<file path="src/rtl/icache_pkg.sv">
// Shared types and geometry for the direct-mapped instruction cache.
// Address split: [17:16] region, [17:8] tag, [7:2] line index, [1:0] byte offset.
// The line record holds {tag, instruction word}; valid bits live in the top level.
package icache_pkg;

    localparam int ADDR_WIDTH  = 32;
    localparam int INSTR_WIDTH = 32;

    // 64 lines of one word each
    localparam int LINES  = 64;
    localparam int IDX_W  = 6;
    localparam int IDX_LO = 2;
    localparam int IDX_HI = 7;

    // 10-bit tag taken from a[17:8]; bits above 17 do not take part in lookup
    localparam int TAG_W  = 10;
    localparam int TAG_LO = 8;
    localparam int TAG_HI = 17;

    // a[17:16] selects the region; 2'b11 is uncached I/O space
    localparam int REGION_LO = 16;
    localparam int REGION_HI = 17;

    typedef enum logic [1:0] {
        ST_IDLE   = 2'd0,
        ST_LOOKUP = 2'd1,
        ST_MISS   = 2'd2
    } state_t;

    typedef struct packed {
        logic [TAG_W-1:0]       tag;
        logic [INSTR_WIDTH-1:0] dat;
    } line_t;

    // I/O-space addresses are never allocated and never hit
    function automatic logic is_io(input logic [1:0] region);
        return region == 2'b11;
    endfunction

endpackage

</file>
<file path="src/rtl/icache_array.sv">
// Tag+data storage for the icache: 64 x 42 bits, one read and one write port.
// Read data is registered: index presented with rd_en appears on rd_line after the edge.
// No flow control of its own; the caller gates rd_en/wr_en with its global ready.
module icache_array
    import icache_pkg::*;
(
    input  logic             clk,
    input  logic             rd_en,
    input  logic [IDX_W-1:0] rd_idx,
    output line_t            rd_line,
    input  logic             wr_en,
    input  logic [IDX_W-1:0] wr_idx,
    input  line_t            wr_line
);

    line_t mem [LINES];

    // Fill port: one line written per completed miss
    always_ff @(posedge clk) begin
        if (wr_en) begin
            mem[wr_idx] <= wr_line;
        end
    end

    // Registered read; holds its value while rd_en is low so a frozen lookup keeps its data
    always_ff @(posedge clk) begin
        if (rd_en) begin
            rd_line <= mem[rd_idx];
        end
    end

endmodule

</file>
<file path="src/rtl/icache.sv">
// Direct-mapped 64-line instruction cache between iFetch and memCtrl.
// Hit: if_instr_en two cycles after acceptance; miss: one cycle after mc_instr_en.
// rdy_in low freezes everything; roll_back abandons the in-flight request.
module icache
    import icache_pkg::*;
(
    input  logic                   clk,
    input  logic                   rst_in,
    input  logic                   rdy_in,
    input  logic                   roll_back,
    input  logic                   if_a_en,
    input  logic [ADDR_WIDTH-1:0]  if_a,
    output logic                   if_instr_en,
    output logic [INSTR_WIDTH-1:0] if_instr,
    output logic                   mc_a_en,
    output logic [ADDR_WIDTH-1:0]  mc_a,
    input  logic                   mc_instr_en,
    input  logic [INSTR_WIDTH-1:0] mc_instr
);

    state_t                 state;
    state_t                 state_nxt;
    logic [ADDR_WIDTH-1:0]  req_a;
    logic [LINES-1:0]       valid;
    line_t                  rd_line;
    line_t                  wr_line;

    logic                   hit;
    logic                   req_io;
    logic [IDX_W-1:0]       req_idx;
    logic [TAG_W-1:0]       req_tag;

    // decoded per-cycle actions
    logic                   accept;
    logic                   rsp_hit;
    logic                   rsp_fill;
    logic                   miss_start;
    logic                   mc_drop;
    logic                   fill_we;

    assign req_idx = req_a[IDX_HI:IDX_LO];
    assign req_tag = req_a[TAG_HI:TAG_LO];
    assign req_io  = is_io(req_a[REGION_HI:REGION_LO]);

    // The array read was launched on the accepting edge, so rd_line belongs to req_a in LOOKUP
    assign hit = valid[req_idx] && (rd_line.tag == req_tag) && !req_io;

    assign wr_line.tag = req_tag;
    assign wr_line.dat = mc_instr;

    icache_array u_array (
        .clk     (clk),
        .rd_en   (rdy_in && accept),
        .rd_idx  (if_a[IDX_HI:IDX_LO]),
        .rd_line (rd_line),
        .wr_en   (rdy_in && fill_we),
        .wr_idx  (req_idx),
        .wr_line (wr_line)
    );

    // State register; global ready stalls the FSM in place
    always_ff @(posedge clk or posedge rst_in) begin
        if (rst_in) begin
            state <= ST_IDLE;
        end else if (rdy_in) begin
            state <= state_nxt;
        end
    end

    // Next-state: roll_back always returns to IDLE from an active request
    always_comb begin
        state_nxt = state;
        case (state)
            ST_IDLE: begin
                if (accept) begin
                    state_nxt = ST_LOOKUP;
                end
            end
            ST_LOOKUP: begin
                if (roll_back || hit) begin
                    state_nxt = ST_IDLE;
                end else begin
                    state_nxt = ST_MISS;
                end
            end
            ST_MISS: begin
                if (roll_back || mc_instr_en) begin
                    state_nxt = ST_IDLE;
                end
            end
            default: state_nxt = ST_IDLE;
        endcase
    end

    // Action decode; a line returned together with roll_back is still written (the data is
    // correct) but never reported to iFetch. No acceptance while the previous response is on
    // the bus so if_instr_en cannot pulse on consecutive cycles.
    always_comb begin
        accept     = 1'b0;
        rsp_hit    = 1'b0;
        rsp_fill   = 1'b0;
        miss_start = 1'b0;
        mc_drop    = 1'b0;
        fill_we    = 1'b0;
        case (state)
            ST_IDLE: begin
                accept = if_a_en && !roll_back && !if_instr_en;
            end
            ST_LOOKUP: begin
                if (!roll_back) begin
                    rsp_hit    = hit;
                    miss_start = !hit;
                end
            end
            ST_MISS: begin
                fill_we  = mc_instr_en && !req_io;
                rsp_fill = mc_instr_en && !roll_back;
                mc_drop  = mc_instr_en || roll_back;
            end
            default: begin
                accept = 1'b0;
            end
        endcase
    end

    // Request latch, response and memCtrl handshake registers
    always_ff @(posedge clk or posedge rst_in) begin
        if (rst_in) begin
            req_a       <= '0;
            if_instr_en <= 1'b0;
            if_instr    <= '0;
            mc_a_en     <= 1'b0;
            mc_a        <= '0;
        end else if (rdy_in) begin
            if_instr_en <= rsp_hit || rsp_fill;
            if (accept) begin
                req_a <= if_a;
            end
            if (rsp_hit) begin
                if_instr <= rd_line.dat;
            end else if (rsp_fill) begin
                if_instr <= mc_instr;
            end
            if (miss_start) begin
                mc_a    <= req_a;
                mc_a_en <= 1'b1;
            end else if (mc_drop) begin
                mc_a_en <= 1'b0;
            end
        end
    end

    // Valid bits kept in flops so reset clears every line at once; flushes never clear them
    always_ff @(posedge clk or posedge rst_in) begin
        if (rst_in) begin
            valid <= '0;
        end else if (rdy_in && fill_we) begin
            valid[req_idx] <= 1'b1;
        end
    end

endmodule
</file>
<file path="config.mk">
export PLATFORM = sky130hd
export DESIGN_NAME = icache
export DESIGN_NICKNAME = d
export VERILOG_FILES = /design/src/rtl/icache_pkg.sv /design/src/rtl/icache_array.sv /design/src/rtl/icache.sv
export SDC_FILE = /design/constraint.sdc
export NUM_CORES = 2
export LEC_CHECK = 0
export BUFFER_PORTS_ARGS = -buffer_cell sky130_fd_sc_hd__buf_2
export CAP_MARGIN = 20
export CORE_ASPECT_RATIO = 1.5
export CORE_MARGIN = 1
export CORE_UTILIZATION = 41
export DETAILED_ROUTE_END_ITERATION = 8
export GPL_ROUTABILITY_DRIVEN = 0
export REMOVE_ABC_BUFFERS = 1
export SETUP_SLACK_MARGIN = 0.02
export SLEW_MARGIN = 15
export SYNTH_ARGS = -nofsm -noshare
export SYNTH_HDL_FRONTEND = slang
export SYNTH_SLANG_ARGS = --single-unit
</file>
<file path="constraint.sdc">
create_clock -name clk -period 5.5 [get_ports clk]
set_input_delay 0 -clock clk [delete_from_list [all_inputs] [get_ports clk]]
set_output_delay 0 -clock clk [all_outputs]
set_load 0.03 [all_outputs]
</file>
==> reports/metrics.yaml <==
timing:
  drv_slew: 0
  period_share_pct: 78.0
  hold_violations: 0
  max_freq_mhz: 233
  tightestPinTransition_ns: 1.19
  fin_crit_ns: 4.29
  relSlewSlack_pct: 20.7
  skew_ns: 0.0726
  setup_viol: 0
  rsz0062_at_grt: "no"
finish:
  num-nets-final: 5227
  final_cell_mix: "edfxtp_1, mux4_2, clkbuf_16, dfrtp_1, buf_4"
  layout_commonest_cell: "edfxtp_1"
  area_growth_pct: 15.1
  final_cell_area_mm2: 0.128
  fin_cells: 8894
  drive_gt1_share_pct: 32.5
power_and_ir_drop:
  finalPower_mw: 47.9
  vdd_drop_max_mv: 0.320
  p_leak_nw: 40.5
  powerDensity_mw_per_mm2: 375
detailed_routing:
  wl_per_cell_um: 33.5
  routed_wirelength_um: 298000
  num_vias: 52619
  drc: 0
  drtIter0Drc: 5368
  ant_nets: 0
  via_per_inst: 5.92
  dr.pass1.iters: 7
global_routing:
  grt_overflow: 0
  grt_max_degree: 116
  grt_antenna_before_repair: 15
  grt_pass1_vias: 54222
  grt_use_total_pct: 21.8
  grt_pass1_wl_um: 418000
cts:
  clock_latency_ns: 0.86
  cts_resized: 0
  clock_sinks: 2894
  clk_pin_slew_ns: 0.07
  cts_buffer_depth: 4
  clockRootBuffer: "clkbuf_16"
  cts_tree: "done"
  htree_num_levels: 5
  cts_made_buffers: 269
hold_path:
  min_from: "if_a[4]"
  hp-class: "in2reg"
critical_path:
  cp-start-kind: "flop"
  critPathBufInv: 2
  cp_data_required_time_ns: 6.27
  cpMaxStageDelayCell: "o22a_4"
  cp_data_arrival_time_ns: 5.06
  crit_chain: "buf_4 -> mux2_2 -> a221o_1 -> a221o_1 -> nand3b_1 -> o22a_4 -> a21oi_1 -> o21ai_0 -> dlygate4sd3_1"
  slowest_delay_ns: 0.95
  cpLargestDelayFamily: "compound AO/OA/AOI/OAI gates"
  r2r_start: "req_a[3]"
  crit_path_end_kind: "flop"
  cp_max_fo: 65
  crit_top_cell: "a221o_1"
  startpoint: "req_a[3]"
  critical_path_class: "reg2reg"
logic_synthesis:
  ys_top_cells_by_area: "edfxtp_1, mux4_2, dfrtp_1"
  synth_edf_count: 2730
  synth-seq-cells: 2894
  synthDistinctLibCells: 52
  synth_ff_type: "edfxtp_1"
  yosys.area.top_type_share_pct: 74.0
  yosysSeqAreaShare_pct: 77.7
  synthArstFlopShare_pct: 5.67
  synth_cells: 4705
  synth_area_per_cell_um2: 23.6
  yosysTopAreaCell: "edfxtp_1"
  ys.warnings.count: 0
  syn_area_mm2: 0.111
floorplan:
  dieArea_mm2: 0.273
  die_y_um: 639
  start_util_pct: 41.2
  die_w_um: 427
  core_mm2: 0.269
  ios: 136
  rows: 233
run_status:
  status: "complete, no violations"
place:
  dpl_cell_area_mm2: 0.118
  io_buffers: 135
  place_inst: 8282
  hpwl_um: 169000
job:
  maxCapViolCount: 0
==> area by class of cell <==
type	count	area (um^2)
clock inverter	140	1360
antenna	3	7.51
fill	21647	141000
tap	3525	4410
sequential	2894	86100
timing repair buffer	456	4360
inverter	6	32.5
clock buffer	340	7300
multi-input combinational	1530	24100
==> final timing paths <==
kind	to	slack (ns)	cells after the start
worst max-delay path	state[1]	1.21	9
worst min-delay path	req_a[4]	0.07	4
worst max register to register	state[1]	1.21	9
worst min register to register	valid[42]	0.46	1
max in group asynchronous	if_instr[15]	3.39	5
min in group asynchronous	if_instr[27]	0.51	4
==> flip-flops by register name, indices dropped and copies added, names as in the netlist, 2 cells and up <==
signal / count
if_instr: 32
mc_a: 32
req_a: 32
state: 2
u_array.mem: 2688
u_array.rd_line: 42
valid: 64
==> stage by stage <==
stage               hold WS (ns)  setup TNS [ns]  setup slack [ns]  utilization [%]
floorplan                 0.0964           -5.17            -0.162                -
global placement           0.189               0              1.70             43.7
detailed placement         0.199               0              1.61             43.8
CTS                       0.0297               0              1.28             47.5
global route              0.0850               0              1.00             47.5
finish                    0.0659               0              1.21             47.5
==> cell usage after synthesis (6+ instances only) <==
cell type	count
a21oi_1	41
edfxtp_1	2730
xnor2_1	8
mux2i_1	11
buf_2	86
and3_1	32
nor3_1	6
nor2_1	136
or2_2	66
o211ai_1	35
a211oi_1	32
a2111oi_0	32
o21ai_0	10
dfrtp_1	164
clkbuf_1	157
nand4_1	35
buf_1	23
nand2_1	115
mux4_2	884
nand3_1	40
==> worst min-delay path: cells and delay by family <==
kind | cells | cell delay (ns)
buffers and inverters | 2 | 0.60
and+or+nand+nor | 2 | 0.16
==> metal layers <==
metal	up-vias	GRT usage, %	wire length [um]
met5	-	0	46
li1	21016	-	-
met4	6	5.77	7710
met2	2006	38.6	159000
met3	420	4.00	20500
met1	29171	27.3	111000
==> report_power, final <==
part	switching (mW)	internal, mW	total [mW]
clock	8.13	10.6	18.7
combinational	2.66	1.36	4.02
sequential	0.386	24.8	25.2
==> cell families after synthesis <==
logic type / share of synthesized area [%]
simple gates: 1.92
mux: 18.1
flops: 77.7
compound gates: 1.11
xor+xnor: 0.0711
buf+inv: 1.10
==> repair_timing <==
item,4_1_cts,5_1_grt
setup buffers,0,0
hold buffers,127,0
hold endpoints to repair,2132,0
Power figures use the tool's default switching activity.
